--- config.mk ---
export PLATFORM = sky130hd
export DESIGN_NAME = month_walker
export DESIGN_NICKNAME = d
export VERILOG_FILES = /design/src/rtl/cal_pkg.sv /design/src/rtl/month_step.sv /design/src/rtl/month_walker.sv
export SDC_FILE = /design/constraint.sdc
export NUM_CORES = 1
export LEC_CHECK = 0
export BUFFER_PORTS_ARGS = -buffer_cell sky130_fd_sc_hd__buf_2
export CAP_MARGIN = 20
export CORE_MARGIN = 2
export CORE_UTILIZATION = 46
export CTS_CLUSTER_DIAMETER = 100
export DETAILED_ROUTE_END_ITERATION = 8
export GPL_TIMING_DRIVEN = 0
export MAX_ROUTING_LAYER = met4
export PLACE_DENSITY = 0.68
export SLEW_MARGIN = 30
export SYNTH_ARGS = -nofsm -noshare
export SYNTH_HDL_FRONTEND = slang
export SYNTH_SLANG_ARGS = --single-unit
--- constraint.sdc ---
create_clock -name clk -period 8.3 [get_ports clk]
set_input_delay 1.245 -clock clk [delete_from_list [all_inputs] [get_ports clk]]
set_output_delay 1.245 -clock clk [all_outputs]
set_load 0.005 [all_outputs]
--- src/rtl/cal_pkg.sv ---
// Calendar helpers shared by the month walker: non-leap month lengths,
// the weekday shift caused by each month, and month succession.
package cal_pkg;

  localparam logic [2:0] WEEK_INVALID = 3'd7;
  localparam logic [3:0] MON_DEC      = 4'd12;

  typedef enum logic [1:0] {
    ST_IDLE  = 2'd0,
    ST_CHECK = 2'd1,
    ST_EMIT  = 2'd2
  } state_e;

  // Illegal month codes report zero days so any date fails the range test.
  function automatic logic [4:0] days_in_month(input logic [3:0] mon);
    case (mon)
      4'd2:                          days_in_month = 5'd28;
      4'd4, 4'd6, 4'd9, 4'd11:       days_in_month = 5'd30;
      4'd1, 4'd3, 4'd5, 4'd7,
      4'd8, 4'd10, 4'd12:            days_in_month = 5'd31;
      default:                       days_in_month = 5'd0;
    endcase
  endfunction

  function automatic logic [2:0] month_offset(input logic [3:0] mon);
    case (days_in_month(mon))
      5'd31:   month_offset = 3'd3;
      5'd30:   month_offset = 3'd2;
      default: month_offset = 3'd0;
    endcase
  endfunction

  function automatic logic [3:0] next_month(input logic [3:0] mon);
    next_month = (mon == MON_DEC) ? 4'd1 : mon + 4'd1;
  endfunction

endpackage

--- src/rtl/month_step.sv ---
// One calendar step: the following month and the weekday the same date
// lands on there, given the month being left and its weekday.
module month_step
  import cal_pkg::*;
(
  input  logic [3:0] mon_i,
  input  logic [2:0] week_i,
  output logic [3:0] next_mon_o,
  output logic [2:0] next_week_o
);

  logic [3:0] sum;

  // week <= 6 and offset <= 3, so one conditional subtract reduces mod 7.
  assign sum         = {1'b0, week_i} + {1'b0, month_offset(mon_i)};
  assign next_mon_o  = next_month(mon_i);
  assign next_week_o = (sum >= 4'd7) ? 3'(sum - 4'd7) : sum[2:0];

endmodule

--- src/rtl/month_walker.sv ---
// Accepts one start request, validates it, then streams one weekday record
// per month until the requested count is exhausted.
module month_walker
  import cal_pkg::*;
(
  input  logic       clk,
  input  logic       rst,
  input  logic       start_valid,
  output logic       start_ready,
  input  logic [4:0] start_date,
  input  logic [3:0] start_mon,
  input  logic [2:0] start_week,
  input  logic [3:0] start_count,
  output logic       out_valid,
  input  logic       out_ready,
  output logic [3:0] out_mon,
  output logic [2:0] out_week,
  output logic       out_skip,
  output logic       out_last,
  output logic       err,
  output state_e     dbg_state
);

  // Handshakes: a transfer happens on a rising edge where valid && ready;
  // out_valid and the record fields hold steady until that transfer.
  state_e     state_q, state_d;
  logic [4:0] date_q, date_d;
  logic [3:0] mon_q, mon_d;
  logic [2:0] week_q, week_d;
  logic [3:0] rem_q, rem_d;
  logic       ready_q, ready_d;
  logic       valid_q, valid_d;
  logic       skip_q, skip_d;
  logic       last_q, last_d;
  logic       err_q, err_d;

  logic [3:0] step_mon;
  logic [2:0] step_week;
  logic       req_bad;

  month_step u_step (
    .mon_i       (mon_q),
    .week_i      (week_q),
    .next_mon_o  (step_mon),
    .next_week_o (step_week)
  );

  assign req_bad = (mon_q == 4'd0) || (mon_q > MON_DEC) ||
                   (date_q == 5'd0) || (date_q > days_in_month(mon_q)) ||
                   (week_q == WEEK_INVALID) || (rem_q == 4'd0);

  always_comb begin
    state_d = state_q;
    date_d  = date_q;
    mon_d   = mon_q;
    week_d  = week_q;
    rem_d   = rem_q;
    ready_d = ready_q;
    valid_d = valid_q;
    skip_d  = skip_q;
    last_d  = last_q;
    err_d   = 1'b0;
    case (state_q)
      ST_IDLE: begin
        if (start_valid && ready_q) begin
          date_d  = start_date;
          mon_d   = start_mon;
          week_d  = start_week;
          rem_d   = start_count;
          ready_d = 1'b0;
          state_d = ST_CHECK;
        end
      end
      ST_CHECK: begin
        if (req_bad) begin
          err_d   = 1'b1;
          ready_d = 1'b1;
          state_d = ST_IDLE;
        end else begin
          valid_d = 1'b1;
          skip_d  = 1'b0;
          last_d  = (rem_q == 4'd1);
          state_d = ST_EMIT;
        end
      end
      ST_EMIT: begin
        if (valid_q && out_ready) begin
          if (last_q) begin
            valid_d = 1'b0;
            last_d  = 1'b0;
            skip_d  = 1'b0;
            ready_d = 1'b1;
            state_d = ST_IDLE;
          end else begin
            // Weekday advances by the month being left, skipped or not.
            mon_d  = step_mon;
            week_d = step_week;
            rem_d  = rem_q - 4'd1;
            skip_d = (date_q > days_in_month(step_mon));
            last_d = (rem_q == 4'd2);
          end
        end
      end
      default: state_d = ST_IDLE;
    endcase
  end

  always_ff @(posedge clk or posedge rst) begin
    if (rst) begin
      state_q <= ST_IDLE;
      date_q  <= 5'd0;
      mon_q   <= 4'd0;
      week_q  <= 3'd0;
      rem_q   <= 4'd0;
      ready_q <= 1'b1;
      valid_q <= 1'b0;
      skip_q  <= 1'b0;
      last_q  <= 1'b0;
      err_q   <= 1'b0;
    end else begin
      state_q <= state_d;
      date_q  <= date_d;
      mon_q   <= mon_d;
      week_q  <= week_d;
      rem_q   <= rem_d;
      ready_q <= ready_d;
      valid_q <= valid_d;
      skip_q  <= skip_d;
      last_q  <= last_d;
      err_q   <= err_d;
    end
  end

  assign start_ready = ready_q;
  assign out_valid   = valid_q;
  assign out_mon     = mon_q;
  assign out_week    = week_q;
  assign out_skip    = skip_q;
  assign out_last    = last_q;
  assign err         = err_q;
  assign dbg_state   = state_q;

endmodule

Word-level counts from Yosys, hierarchy flattened

Memory sizes are Yosys's and may differ from the RTL's.
Cells that the tools add are included.

Register bits after elaboration: 23
Memory bits (read-only): 240
Bits of input ports: 20
Output and inout port bits: 14
Logic and storage cells: 97
Memories: 3

Memories:

| memory          | words | width | rd ports | clocked after Yosys merged registers in | write ports | line          | source |
|---|---|---|---|---|---|---|---|
| (no name shown) | 16    | 5     | 1        | 0                                       | 0           | cal_pkg.sv:16 | `case (mon)` |
| (no name shown) | 16    | 5     | 1        | 0                                       | 0           | cal_pkg.sv:16 |  |
| (no name shown) | 16    | 5     | 1        | 0                                       | 0           | cal_pkg.sv:16 |  |

$add $sub $neg: 4
$lt $le $gt $ge: 4
Equality and inequality tests: 14
Muxes and demuxes: 42
Reductions and logical operators: 20

Operators with widths:

| operator                                                              | number |
|---|---|
| 4-bit two-way mux                                                     | 7 |
| 4-bit case mux with 2 select lines                                    | 2 |
| 1-bit two-way mux                                                     | 15 |
| 5-bit two-way mux                                                     | 3 |
| 3-bit two-way mux                                                     | 4 |
| 2-bit inequality test, second input constant                          | 6 |
| 5-bit == test, second input constant                                  | 2 |
| 5-bit greater-than comparator                                         | 2 |
| 4-bit logical NOT                                                     | 2 |
| 2-bit two-way mux                                                     | 4 |
| 4-bit AND reduction                                                   | 2 |
| 1-bit case mux with 2 select lines                                    | 3 |
| 2-bit case mux with 3 select lines                                    | 1 |
| 3-bit case mux with 2 select lines                                    | 1 |
| 3-bit AND reduction                                                   | 2 |
| 5-bit logical NOT                                                     | 1 |
| 1-bit logical OR                                                      | 5 |
| 5-bit AND reduction                                                   | 1 |
| 3-bit by 2-bit adder with 4-bit output                                | 1 |
| 4-bit by 1-bit adder with 4-bit output, second input constant         | 1 |
| 4-bit by 1-bit == test with 1-bit output, second input constant       | 1 |
| 4-bit by 2-bit == test with 1-bit output, second input constant       | 1 |
| 4-bit == test, second input constant                                  | 1 |
| 4-bit by 3-bit >= comparator with 1-bit output, second input constant | 1 |
| 13 further kinds                                                      | 15 |

Depth between registers and ports, before layout

An unclocked memory read counts as a cell.

Depth in word-level cells: 10
Gate-level depth with buffers: 14

By module

A second synthesis with hierarchy kept.

Cell total of the unflattened synthesis: 187
Area, all modules: 1,781.7 um2

Modules (own cells, without submodules):

| module       | instances | cells an instance | area each (um2) |
|---|---|---|---|
| month_walker | 1         | 154               | 1,510.2 |
| month_step   | 1         | 33                | 271.5 |

Worst setup path after synthesis

OpenSTA, ideal clock, no wires.

Path kind: register -> register
Start point: reg mon_q[0] (netlist: out_mon[0])
End point: reg week_q[1] (netlist: out_week[1])
Data arrival time: 2.863 ns
Data required time: 8.170 ns
Path slack: 5.307 ns
Stages on the path, launching flop included: 14
Buffers on the path: 0
Path through: dfrtp_1 -> inv_1 -> ha_1 -> and3b_4 -> a21oi_1 -> and2_1 -> ha_1 -> fa_1 -> ha_1 -> nand2b_1 -> a21oi_1 -> a31o_2 -> mux2i_1 -> o211ai_1

Cells in the longest elaborated chain, start to end: 9
Elaborated cells between the ends (all ways): 11

Ends and longest elaborated chain:

| item                                                                               | line                | source |
|---|---|---|
| start: declaration                                                                 | month_walker.sv:28  | `logic [3:0] mon_q, mon_d;` |
| start signal: assignment                                                           | month_walker.sv:123 | `mon_q <= mon_d;` |
| memory 16 x 5 bit *                                                                | n/a                 |  |
| 5-bit == test                                                                      | cal_pkg.sv:26       | `case (days_in_month(mon))` |
| 2-bit case mux with 2 select lines *                                               | cal_pkg.sv:26       |  |
| 3-bit by 2-bit adder with 4-bit output *                                           | month_step.sv:15    | `assign sum = {1'b0, week_i} + {1'b0, month_offset(mon_i)};` |
| 4-bit by 3-bit >= comparator with 1-bit output or 3-bit subtractor (tied branches) | month_step.sv:17    | `assign next_week_o = (sum >= 4'd7) ? 3'(sum - 4'd7) : sum[2:0];` |
| 3-bit two-way mux *                                                                | month_step.sv:17    |  |
| 3-bit two-way mux *                                                                | month_walker.sv:88  | `if (last_q) begin` |
| 3-bit two-way mux *                                                                | month_walker.sv:87  | `if (valid_q && out_ready) begin` |
| 3-bit case mux with 2 select lines *                                               | month_walker.sv:63  | `case (state_q)` |
| end signal: assignment                                                             | month_walker.sv:124 | `week_q <= week_d;` |
| end: declaration                                                                   | month_walker.sv:29  | `logic [2:0] week_q, week_d;` |

Mark *: on every way between the ends. The rest lies on a longest branch, timed or not. The select of a mux whose other input is x is not followed.
A chain may end at the register's enable or synchronous reset.

Worst setup path after layout

Same ends and word-level chain as after synthesis.

==> impl_metrics.ini <==
[outcome]
status = complete, no violations

[sta]
rsz0062_at_grt = false
clock-skew-final_ps = 4.73
worst_pin_slew_ps = 594
fin_ws_ps = 5040
fmax_mhz = 307
setup_viol = 0
setup_tns_ps = 0
relSlewSlack = 0.604
finalCriticalPeriod_ps = 3260
slew_violations = 0
finalHoldViolations = 0
finalCritPeriodShare = 0.393

[worst_setup_path]
reg2reg_to = out_week[1]$_DFFE_PP0P_
critPathCapture = out_week[1]$_DFFE_PP0P_
r2r-start = out_mon[0]$_DFFE_PP0P_
cp_max_fo = 9
crit_top_cell = ha_1
crit_path_top_delay_cell = fa_1
startpoint = out_mon[0]$_DFFE_PP0P_
path_depth = 13
r2r_cells = 13
required_ps = 8450
critPathArrivalTime_ps = 3410
end_kind = flip-flop
reg2reg_slack_ps = 5040
crit_chain = inv_1 -> ha_1 -> and3b_4 -> a21oi_1 -> and2_1 -> ha_1 -> fa_1 -> ha_1 -> nand2b_1 -> a21oi_1 -> a31o_2 -> mux2i_1 -> o211ai_1
start_kind = flip-flop
path_delay_family = adder cells
cpPeakStageDelay_ps = 520
path_class = reg2reg
cp_num_buf_inv = 1

[die]
io_pins = 34
dieArea_um2 = 4310
coreArea_um2 = 3660
die_width_um = 65.6
rows = 22
start_util = 0.477
die_h_um = 65.6

[routing]
routed_via_density = 5.34
route.detailed.drc = 0
detail_route.wl_per_cell_um = 13.4
drtAntennaViolNets = 0
totalWireLength_um = 3580
vias = 1430
drtIter0Drc = 69
drt_pre_antenna_iters = 4

[synth]
synth_flop_cell = dfrtp_1
synth.area.mux_share = 0.0816
yosys.area_share.adder = 0.147
ys_ff_latch = 23
synth_top_area_share = 0.315
ys_top_cells_by_area = dfrtp_1 (31%), ha_1 (14%), mux2_2 (4.5%), nand2_1 (4.1%), nand3_1 (2.6%)
synth_area_leader_cell = dfrtp_1
yosysWarnings = 0
synth_top_family_by_area = compound AO/OA/AOI/OAI gates
synth_cells = 183
syn_area_per_cell_um2 = 9.55
syn-cell-area_um2 = 1750
synth-compound-area-share = 0.226
synth_seq_area_share = 0.330
ys_types = 49
synthSimpleGateAreaFrac = 0.151
synth_fp_nets = 223
synth_edf_count = 0
async_flop_share = 1.00
synth_xor_area_frac = 0.0251

[cells_and_area]
num_antenna_cells = 0
drive_gt1_frac = 0.259
final_cells = 268
final_common_cell = buf_2
syn_to_final_growth_pct = 15.5
final_cell_mix = buf_2 (36), dfrtp_1 (22), nand2_1 (19), ha_1 (19), inv_1 (10)
fin_nets = 261

[clock_network]
htree_levels = 1
path_clk_slew_ps = 90
cts_root_buffer = clkbuf_8
cts_sinks = 23
cts_setup_buffers = 0
postCtsHoldBufs = 0
insertion_delay_ps = 270
cts_resized = 0
cts_max_path_buffers = 2
tritoncts = yes
cts_buffers = 3

[placed_design]
dp.cells = 264
port_buffers = 33
dp_hpwl_um = 2810
globalplace.congestion = 0.750
dp_slack_ps = 5030

[pwr]
power_density_nw_per_um2 = 102
p_leak_uw = 0.000923
power_uw = 206
irDropWorstVdd_mv = 0.0481

[global_route]
first_global_vias = 1360
grt_overflow_total = 0
grt_first_pass_wirelength_um = 6200
grtUsageTotal = 0.189
grt_max_degree = 24
grt_antenna_before_repair = 0

[job]
max_cap_viol_count = 0

[hold_path]
hp-class = reg2reg
-- power breakdown --
part | internal (µW) | switching, µW | leakage, µW
Combinational | 9.83 | 11.5 | 0.000607
Sequential | 113 | 0.841 | 0.000290
Clock | 33.6 | 37.6 | 0.0000255
-- metrics by stage --
stage                     cell area [µm²]  utilization  hold slack, ps
after floorplan                      1750            -             483
after global placement               1970        0.539             488
after detailed placement             1970        0.539             495
after CTS                            2020        0.552             515
after global routing                 2020        0.552             563
final                                2020        0.552             503
-- synth_stat cells, types with 2 or more instances --
cell      count
mux2i_1       3
a22o_1        2
nand2_1      19
o221ai_1      2
xor2_1        2
and2_1        3
ha_1         19
a21oi_1       8
mux2_1        3
inv_1        11
buf_2         3
nand2b_1      4
a211oi_1      2
and3_1        2
o21ai_1       9
o22ai_1       3
dfrtp_1      22
nand3_1       9
nor2b_1       3
o211ai_1      3
xnor2_1       3
nor2_1        7
o21ai_0       7
mux2_2        7
nor3_1        3
-- area by class of cell --
cell class | instances | area [µm²]
fill | 352 | 1640
sequential | 23 | 577
buffer | 5 | 26.3
tap | 48 | 60.1
clock buffer | 3 | 41.3
clock inverter | 1 | 5.00
multi-input combinational | 144 | 1100
timing repair buffer | 33 | 165
inverter | 11 | 41.3
-- cell families (layout without fill, tap and decap cells) --
logic type / count (synthesis) / after routing
adders and majority gates: 20 / 20
AOI/OAI and AO/OA: 53 / 53
xor gates and xnor gates: 5 / 5
and+or+nand+nor: 53 / 53
muxes: 13 / 13
DFF: 23 / 23
buffers and inverters: 16 / 53
-- registers in the layout (all words and copies together), names as in the netlist --
name         cells
rem_q            4
out_week         3
dbg_state        2
out_mon          4
date_q           5
out_valid        1
out_skip         1
out_last         1
err              1
start_ready      1
-- how the worst min path moves through the flow --
stage                              start                    to  slack, ps  cells past startpoint
floorplan           out_skip$_DFFE_PP0P_  out_skip$_DFFE_PP0P_        480                      1
global placement    out_skip$_DFFE_PP0P_  out_skip$_DFFE_PP0P_        490                      1
detailed placement  out_skip$_DFFE_PP0P_  out_skip$_DFFE_PP0P_        500                      1
CTS                 out_skip$_DFFE_PP0P_  out_skip$_DFFE_PP0P_        520                      1
global route        out_skip$_DFFE_PP0P_  out_skip$_DFFE_PP0P_        560                      1
finish              out_skip$_DFFE_PP0P_  out_skip$_DFFE_PP0P_        500                      1
-- layer usage --
layer | share of wire | vias up | track usage
met5 | 0 | - | -
met4 | 0.011 | 0 | 0.0469
met3 | 0.028 | 5 | 0.0205
met2 | 0.49 | 21 | 0.308
met1 | 0.47 | 659 | 0.251
li1 | - | 745 | -
No activity file was read; power rests on OpenSTA's default activity.
